[src/rtl/jtag_pkg.sv]
// Shared instruction codes, capture pattern and action encoding for the JTAG instruction register.
// No timing of its own; no backpressure.
package jtag_pkg;

    localparam int unsigned IR_MIN_WIDTH = 2;
    localparam int unsigned IR_MAX_WIDTH = 16;

    localparam logic [IR_MAX_WIDTH-1:0] EXTEST = 16'h0000;
    localparam logic [IR_MAX_WIDTH-1:0] IDCODE = 16'h0001;
    localparam logic [IR_MAX_WIDTH-1:0] SAMPLE = 16'h0002;
    localparam logic [IR_MAX_WIDTH-1:0] BYPASS = 16'hFFFF;

    localparam logic [1:0] IR_CAPTURE_LSBS = 2'b01;

    // One action per TCK edge, already resolved by priority.
    typedef enum logic [2:0] {
        ACT_IDLE    = 3'd0,
        ACT_RESET   = 3'd1,
        ACT_CAPTURE = 3'd2,
        ACT_SHIFT   = 3'd3,
        ACT_UPDATE  = 3'd4
    } ir_act_e;

    function automatic logic [IR_MAX_WIDTH-1:0] ir_bypass(input int unsigned width);
        logic [IR_MAX_WIDTH-1:0] code;
        code = '0;
        for (int unsigned k = 0; k < IR_MAX_WIDTH; k++) begin
            if (k < width) begin
                code[k] = 1'b1;
            end
        end
        return code;
    endfunction

endpackage

[src/rtl/jtag_ir_sync_if.sv]
// TAP-side bundle for the instruction register: enables, serial data, status and decoded instruction.
// Purely wiring; no latency, no backpressure.
interface jtag_ir_sync_if #(
    parameter int unsigned IR_WIDTH = 3
);
    logic                TDI;
    logic                Capture_IR;
    logic                Shift_IR;
    logic                Update_IR;
    logic [IR_WIDTH-1:0] Status_in;
    logic                TDO;
    logic                TDO_en;
    logic [IR_WIDTH-1:0] I_CODE;
    logic                Len_err;

    modport master (
        output TDI, Capture_IR, Shift_IR, Update_IR, Status_in,
        input  TDO, TDO_en, I_CODE, Len_err
    );

    modport slave (
        input  TDI, Capture_IR, Shift_IR, Update_IR, Status_in,
        output TDO, TDO_en, I_CODE, Len_err
    );
endinterface

[src/rtl/jtag_ir_cell_sync.sv]
// One instruction-register bit: reset load, parallel capture or serial shift on rising TCK.
// Latency one TCK edge; no backpressure (enables are pre-resolved by the parent).
module jtag_ir_cell_sync (
    input  logic clk,
    input  logic rst_n,
    input  logic capture,
    input  logic shift,
    input  logic reset_val,
    input  logic capture_val,
    input  logic shift_in,
    output logic q
);

    always_ff @(posedge clk) begin
        if (!rst_n) begin
            q <= reset_val;
        end else if (capture) begin
            q <= capture_val;
        end else if (shift) begin
            q <= shift_in;
        end
    end

endmodule

[src/rtl/jtag_ir_sync.sv]
// JTAG instruction register: capture/shift stage, shadow I_CODE with illegal-opcode-to-BYPASS and shift-length check.
// TDI reaches TDO after IR_WIDTH shifts, I_CODE updates one edge after Update_IR; no backpressure.
module jtag_ir_sync
    import jtag_pkg::*;
#(
    parameter int unsigned                IR_WIDTH   = 3,
    parameter logic [IR_WIDTH-1:0]        RESET_CODE = IR_WIDTH'(IDCODE),
    parameter logic [(2**IR_WIDTH)-1:0]   VALID_MASK = '1
) (
    input  logic          TCK,
    input  logic          Test_Log_Res_n,
    jtag_ir_sync_if.slave bus
);

    localparam int unsigned CW = $clog2(IR_WIDTH + 2);
    localparam logic [CW-1:0] CNT_FULL = CW'(IR_WIDTH);
    localparam logic [CW-1:0] CNT_SAT  = CW'(IR_WIDTH + 1);
    localparam logic [IR_WIDTH-1:0] BYPASS_CODE = IR_WIDTH'(ir_bypass(IR_WIDTH));

    ir_act_e             act;
    logic [IR_WIDTH-1:0] sr;
    logic [CW-1:0]       bit_cnt;
    logic                do_capture;
    logic                do_shift;
    logic                opcode_ok;
    logic                unused_status;

    // Capture bits [1:0] are the fixed 01 pattern, so the matching status bits are dropped.
    assign unused_status = ^bus.Status_in[1:0];

    always_comb begin
        act = ACT_IDLE;
        if (!Test_Log_Res_n) begin
            act = ACT_RESET;
        end else if (bus.Capture_IR) begin
            act = ACT_CAPTURE;
        end else if (bus.Shift_IR) begin
            act = ACT_SHIFT;
        end else if (bus.Update_IR) begin
            act = ACT_UPDATE;
        end
    end

    assign do_capture = (act == ACT_CAPTURE);
    assign do_shift   = (act == ACT_SHIFT);

    for (genvar i = 0; i < IR_WIDTH; i++) begin : g_cell
        logic cap_bit;
        logic nxt_bit;

        if (i < 2) begin : g_lsb
            assign cap_bit = IR_CAPTURE_LSBS[i];
        end else begin : g_status
            assign cap_bit = bus.Status_in[i];
        end

        if (i == IR_WIDTH - 1) begin : g_msb
            assign nxt_bit = bus.TDI;
        end else begin : g_chain
            assign nxt_bit = sr[i+1];
        end

        jtag_ir_cell_sync u_cell (
            .clk         (TCK),
            .rst_n       (Test_Log_Res_n),
            .capture     (do_capture),
            .shift       (do_shift),
            .reset_val   (i == 0),
            .capture_val (cap_bit),
            .shift_in    (nxt_bit),
            .q           (sr[i])
        );
    end

    assign opcode_ok = VALID_MASK[sr];
    assign bus.TDO   = sr[0];

    always_ff @(posedge TCK) begin
        if (!Test_Log_Res_n) begin
            bus.I_CODE  <= RESET_CODE;
            bus.TDO_en  <= 1'b0;
            bus.Len_err <= 1'b0;
            bit_cnt     <= '0;
        end else begin
            bus.TDO_en <= bus.Shift_IR;
            case (act)
                ACT_CAPTURE: bit_cnt <= '0;
                ACT_SHIFT: begin
                    if (bit_cnt != CNT_SAT) begin
                        bit_cnt <= bit_cnt + CW'(1);
                    end
                end
                // Update always commits; a wrong length is only flagged.
                ACT_UPDATE: begin
                    bus.I_CODE  <= opcode_ok ? sr : BYPASS_CODE;
                    bus.Len_err <= (bit_cnt != CNT_FULL);
                    bit_cnt     <= '0;
                end
                default: ;
            endcase
        end
    end

endmodule

[src/flat_wrapper.sv]
// flat-port wrapper written by rule: the top's interface ports become plain ports
module jtag_ir_sync_flat import jtag_pkg::*;
#(
    parameter int unsigned                IR_WIDTH   = 3,
    parameter logic [IR_WIDTH-1:0]        RESET_CODE = IR_WIDTH'(IDCODE),
    parameter logic [(2**IR_WIDTH)-1:0]   VALID_MASK = '1
)
  (TCK, Test_Log_Res_n, bus_TDI, bus_Capture_IR, bus_Shift_IR, bus_Update_IR, bus_Status_in, bus_TDO, bus_TDO_en, bus_I_CODE, bus_Len_err);
  jtag_ir_sync_if #(.IR_WIDTH(IR_WIDTH)) bus_i ();
  input  logic TCK;
  input  logic Test_Log_Res_n;
  input wire logic [$bits(bus_i.TDI)-1:0] bus_TDI;
  input wire logic [$bits(bus_i.Capture_IR)-1:0] bus_Capture_IR;
  input wire logic [$bits(bus_i.Shift_IR)-1:0] bus_Shift_IR;
  input wire logic [$bits(bus_i.Update_IR)-1:0] bus_Update_IR;
  input wire logic [$bits(bus_i.Status_in)-1:0] bus_Status_in;
  output wire logic [$bits(bus_i.TDO)-1:0] bus_TDO;
  output wire logic [$bits(bus_i.TDO_en)-1:0] bus_TDO_en;
  output wire logic [$bits(bus_i.I_CODE)-1:0] bus_I_CODE;
  output wire logic [$bits(bus_i.Len_err)-1:0] bus_Len_err;
  assign bus_i.TDI = bus_TDI;
  assign bus_i.Capture_IR = bus_Capture_IR;
  assign bus_i.Shift_IR = bus_Shift_IR;
  assign bus_i.Update_IR = bus_Update_IR;
  assign bus_i.Status_in = bus_Status_in;
  assign bus_TDO = bus_i.TDO;
  assign bus_TDO_en = bus_i.TDO_en;
  assign bus_I_CODE = bus_i.I_CODE;
  assign bus_Len_err = bus_i.Len_err;
  jtag_ir_sync #(.IR_WIDTH(IR_WIDTH), .RESET_CODE(RESET_CODE), .VALID_MASK(VALID_MASK)) u_core (.TCK(TCK), .Test_Log_Res_n(Test_Log_Res_n), .bus(bus_i));
endmodule
[config.mk]
export PLATFORM = sky130hd
export DESIGN_NAME = jtag_ir_sync_flat
export DESIGN_NICKNAME = d
export VERILOG_FILES = /design/src/rtl/jtag_pkg.sv /design/src/rtl/jtag_ir_sync_if.sv /design/src/rtl/jtag_ir_cell_sync.sv /design/src/rtl/jtag_ir_sync.sv /design/src/flat_wrapper.sv
export SDC_FILE = /design/constraint.sdc
export NUM_CORES = 1
export LEC_CHECK = 0
export CORE_AREA = 2 2 39 41
export CTS_CLUSTER_SIZE = 28
export DETAILED_ROUTE_END_ITERATION = 16
export DIE_AREA = 0 0 41 43
export PLACE_DENSITY = 0.64
export SYNTH_ARGS = -nofsm -noshare
export SYNTH_HDL_FRONTEND = slang
export SYNTH_SLANG_ARGS = --single-unit
[constraint.sdc]
create_clock -name TCK -period 3.53 [get_ports TCK]
set_clock_uncertainty 0.05 [all_clocks]
set_input_delay 1.059 -clock TCK [delete_from_list [all_inputs] [get_ports TCK]]
set_output_delay 1.059 -clock TCK [all_outputs]
set_load 0.05 [all_outputs]
# After elaboration in Yosys (flattened, before gate mapping)

Memories as Yosys holds them, arrays and structs flattened.
Index checks and enable logic that the tools add are counted.

$add $sub $neg: 1
Order comparisons: 1
Equal/unequal tests: 6
Mux-type cells: 10
Bitwise logic cells: 1
Reductions and logical operators: 5

Operators by type and width:

| kind                  | count |
|---|---|
| $mux W3               | 6 |
| $eq A3 B2 Y1 const B  | 2 |
| $pmux W3 S2           | 1 |
| $lt A3 B4 Y1 const B  | 1 |
| $reduce_bool A2 Y1    | 2 |
| $reduce_or A2 Y1      | 2 |
| $add A3 B1 Y3 const B | 1 |
| $eq A3 B3 Y1 const B  | 1 |
| $mux W1               | 3 |
| $ne A3 B2 Y1 const B  | 1 |
| $ne A3 B3 Y1 const B  | 1 |
| $ne A2 B2 Y1 const B  | 1 |
| $reduce_and A2 Y1     | 1 |
| $not A1 Y1            | 1 |

Register bits after elaboration: 11
Memory bits (read-only): 8
Input port bits: 9
Output and inout bits: 6
Logic and storage cells: 32
Memories kept: 1

Memory list:

| memory           | depth | width | rd ports | clocked after memory_dff | wr ports | RTL line           | text |
|---|---|---|---|---|---|---|---|
| (name not given) | 8     | 1     | 1        | 0                        | 0        | jtag_ir_sync.sv:75 | `assign opcode_ok = VALID_MASK[sr];` |

# Longest topological paths before layout

Word-level depth: 8
Mapped depth: 5
Gate-level depth less buffers: 5

# Modules after synthesis

From an unflattened synthesis, not the netlist that was laid out.

Cells, all modules: 57
Area total of the unflattened synthesis: 558.0 sq um

By module, submodules not included:

| module            | times used | cells each | area each (sq um) | seq. area each (sq um) |
|---|---|---|---|---|
| jtag_ir_sync      | 1          | 42         | 385.4             | 160.2 |
| jtag_ir_cell_sync | 3          | 5          | 57.6              | 30.0 |

# Least setup slack after synthesis

No wires, ideal clock.

Kind: input -> register
From: in bus_Capture_IR
To: reg u_core.bus.I_CODE[0]
Setup time: 0.116 ns
Data arrival time: 1.604 ns
Data required time: 3.364 ns
Slack: 1.760 ns
Stages: 3
Buffers on the path: 0
Path through: nor3b_4 mux2i_1 nand2_1

Word-level cells in the longest chain between the ends: 3

RTL lines:

| item                 | RTL line              | text |
|---|---|---|
| start, declared      | flat_wrapper.sv:13    | `input wire logic [$bits(bus_i.Capture_IR)-1:0] bus_Capture_IR;` |
| $mux W3              | jtag_ir_sync.sv:35    | `end else if (bus.Capture_IR) begin` |
| $mux W3              | jtag_ir_sync.sv:33    | `if (!Test_Log_Res_n) begin` |
| $eq A3 B3 Y1         | jtag_ir_sync.sv:86    | `case (act)` |
| end signal, assigned | jtag_ir_sync.sv:95    | `bus.I_CODE <= opcode_ok ? sr : BYPASS_CODE;` |
| end, declared        | jtag_ir_sync_if.sv:23 | `output TDO, TDO_en, I_CODE, Len_err` |

No other way between the ends.
A chain may end at the register's enable or synchronous reset.

# Final worst setup path

From: reg u_core.g_cell[0].u_cell.q
To: out bus_TDO

RTL lines:

| item                   | RTL line                | text |
|---|---|---|
| start, declared        | jtag_ir_cell_sync.sv:11 | `output logic q` |
| start signal, assigned | jtag_ir_cell_sync.sv:16 | `q <= reset_val;` |
| start signal, assigned | jtag_ir_cell_sync.sv:18 | `q <= capture_val;` |
| start signal, assigned | jtag_ir_cell_sync.sv:20 | `q <= shift_in;` |
| end, declared          | flat_wrapper.sv:17      | `output wire logic [$bits(bus_i.TDO)-1:0] bus_TDO;` |

No word-level cell between the ends.

==> impl_metrics.toml <==
[power_and_ir_drop]
intPower_w = 0.000188
pwr_density_cell_mw_per_mm2 = 389
power.total_w = 0.000252
combinational_fraction_of_design_power_pct = 13.8
ir_drop_uv = 180
power.leakage_nw = 0.255
power_switching_share_pct = 25.3
seqPwrFrac_pct = 51.7
pwr-share-clk_pct = 34.6
p_sw_w = 0.0000637

[route]
routed_wl_um = 899
detailedRoute.firstIterationViolations = 4
route.antenna.remaining_nets = 0
wire_per_inst_um = 11.1
post_route_drc_violation_count = 0
detailroute.via_count = 384
firstDrtPassIters = 2
post_drt_via_cell_ratio = 4.74

[global_routing]
gr-usage-all-layers_pct = 12.3
grt_first_pass_wirelength_um = 1480
grt_start_max_net_pins = 13
use_met1_pct = 17.0
gr-total-overflow = 0
grt_use_met2_pct = 18.1
global_route.peak_usage_layer = "met2"
groute.layer.met3.usage_pct = 3.14
grt_antenna_before_repair = 0
grt_pass1_vias = 356

[layout]
post_layout_nonfiller_instances = 81
multiInputGateArea_um2 = 249
final_cell_mix = "sky130_fd_sc_hd__clkdlybuf4s50_1 (12), sky130_fd_sc_hd__dfxtp_1 (11), sky130_fd_sc_hd__mux2i_1 (5)"
layout.filler_cells = 144
drive_above_1_share_pct = 6.15
final_common_cell = "sky130_fd_sc_hd__clkdlybuf4s50_1"
flow.area_growth_from_synthesis_pct = 32.6
n_antenna_cell = 0
ff_latch_area_um2 = 220
nets = 78

[die]
initial_util_pct = 35.3
die_h_um = 43
fp.dieArea_mm2 = 0.00176
std_cell_rows = 14
core_area_mm2 = 0.00138
io_pins = 15
die_span_in_x_um = 41

[sta]
finalCritPeriodShare_pct = 72.6
setup_repair_after_global_routing_missed_its_margin = "no"
maxClockFrequency_mhz = 390
timing_worst_slew_pin_value_ns = 0.509
worst_slew_margin_pct = 66.0
minimum_clock_period_after_layout_ns = 2.56
tns_ns = 0
slew_viol_final = 0
hold_viol = 0
report.final.setup_viol = 0

[critical_path]
crit_family = "buffers and inverters"
crit_path_max_incr_delay_ns = 0.82
number_of_cell_instances_on_the_worst_register_to_register_path = 5
r2r_end = "u_core.bit_cnt[1]$_SDFFE_PN0P_"
worst_setup_path_end_kind = "output pin"
crit_arrival_ns = 1.45
cp.required_ns = 2.42
cp_num_buf_inv = 1
worst_setup_path_start_kind = "flip-flop"
worstSetupPathType = "reg2out"
r2r_slack_ns = 2.33
r2r_start = "u_core.bit_cnt[0]$_SDFFE_PN0P_"
timing.critical_path.cells = "clkdlybuf4s50_1"
cp_max_fo = 3
worst_path_slowest_cell = "sky130_fd_sc_hd__clkdlybuf4s50_1"

[yosys]
postSynthRegisterBits = 11
synth.top_cells.by_area = "sky130_fd_sc_hd__dfxtp_1 (45%), sky130_fd_sc_hd__mux2i_1 (10%), sky130_fd_sc_hd__ha_1 (7.7%)"
netlist.top_cell.by_area = "sky130_fd_sc_hd__dfxtp_1"
combined_area_of_all_synthesized_cells_um2 = 488
ys_seq_area_share_pct = 45.1
synth.yosys.warnings = 0
synthesis.nets = 62
synth_cells = 50
post-synth-top-area-fraction_pct = 45.1
post_synth.cell_area_avg_um2 = 9.76
ys_types = 17

[hold_path]
min_delay_path_depth = 2
hp-class = "reg2reg"
hp-start = "u_core.bus.I_CODE[0]$_SDFFE_PN1N_"
hold_end = "u_core.bus.I_CODE[0]$_SDFFE_PN1N_"

[clock_tree]
cts.repair_timing.setup_buffer_count = 0
cts-hold-fix-buffers = 0
cts_tree = "yes"
clock_tree.buffer_depth = 2
cts-resized-gates = 0
ctsHtreeMaxLevel = 1
numClockSinks = 11
numCtsBuffers = 3
clkTransAtPathRegs_ns = 0.07
cts-root-buf = "sky130_fd_sc_hd__clkbuf_4"
worst_skew_pair.late_latency_ns = 0.27

[job]
max_cap_violations = 0

[place]
gpl.final_weighted_congestion = 0.649
io_buffers = 12
post-place-cells = 77
detailedPlacementHpwl_um = 648

[status]
run_status = "completed"
[metrics by stage]
step / util (%) / worst slack, ns / hold WS [ns] / instance area [um^2]
final: 46.7 / 0.968 / 0.431 / 647
after global routing: 46.7 / 0.944 / 0.473 / 647
after CTS: 46.7 / 0.972 / 0.437 / 647
after detailed placement: 44.8 / 0.942 / 0.414 / 621
after global placement: 44.8 / 0.931 / 0.408 / 621
after floorplan: - / 1.76 / 0.408 / 488
[synthesized netlist by cell type (all sizes together)]
library cell and n:
nand2 4, nor2 2, nand2b 2, nor3b 1, o211a 1, a21oi 3, inv 3, a211o 1
nand3 2, buf 1, dfxtp 11, mux2i 5, and2 3, and3 1, o21ai 4, ha 3
nor2b 3
[worst max-delay path by stage]
stage                                           startpoint                                end  slack, ns  cells after the start
global placement                              bus_Shift_IR  u_core.bus.I_CODE[0]$_SDFFE_PN1N_       0.93                      4
detailed placement                            bus_Shift_IR  u_core.bus.I_CODE[0]$_SDFFE_PN1N_       0.94                      4
finish              u_core.g_cell[0].u_cell.q$_SDFFE_PP1N_                            bus_TDO       0.97                      1
global route        u_core.g_cell[0].u_cell.q$_SDFFE_PP1N_                            bus_TDO       0.94                      1
floorplan                                   bus_Capture_IR  u_core.bus.I_CODE[0]$_SDFFE_PN1N_       1.76                      3
CTS                 u_core.g_cell[0].u_cell.q$_SDFFE_PP1N_                            bus_TDO       0.97                      1
[per-layer routing]
metal / routed length [um] / share of wire, %
met1: 432 / 48
met2: 418 / 46
met3: 37 / 4.1
met4: 10 / 1.1
met5: 0 / 0
[final cells by class]
type / instances / share of cell area (%)
multi-input cells: 35 / 38.5
flip-flops and latches: 11 / 34.0
repair buffers: 12 / 18.6
clock buffers: 4 / 4.06
well taps: 16 / 3.09
inverters: 3 / 1.74
[logic make-up after synthesis]
family | after synthesis | synth area share, %
buf+inv | 4 | 3.85
mux | 5 | 10.3
fa+ha+maj | 3 | 7.69
simple gates | 18 | 22.1
compound gates | 9 | 11.0
flops | 11 | 45.1
[sequential cells by signal (all words and copies together), names as in the netlist]
signal and flops:
u_core.bus.I_CODE 3, u_core.g_cell.u_cell.q 3, u_core.bit_cnt 3, u_core.bus.Len_err 1, u_core.bus.TDO_en 1
[power groups by stage]
stage | Clock (W) | Sequential [W] | Combinational, W
2_1_floorplan | 0 | 0.000140 | 0.0000129
3_5_place_dp | 0 | 0.000133 | 0.0000348
6_report | 0.0000870 | 0.000130 | 0.0000347
3_3_place_gp | 0 | 0.000133 | 0.0000345
5_1_grt | 0.0000937 | 0.000130 | 0.0000373
4_1_cts | 0.0000884 | 0.000130 | 0.0000349
No activity file was read; power rests on OpenSTA's default activity.
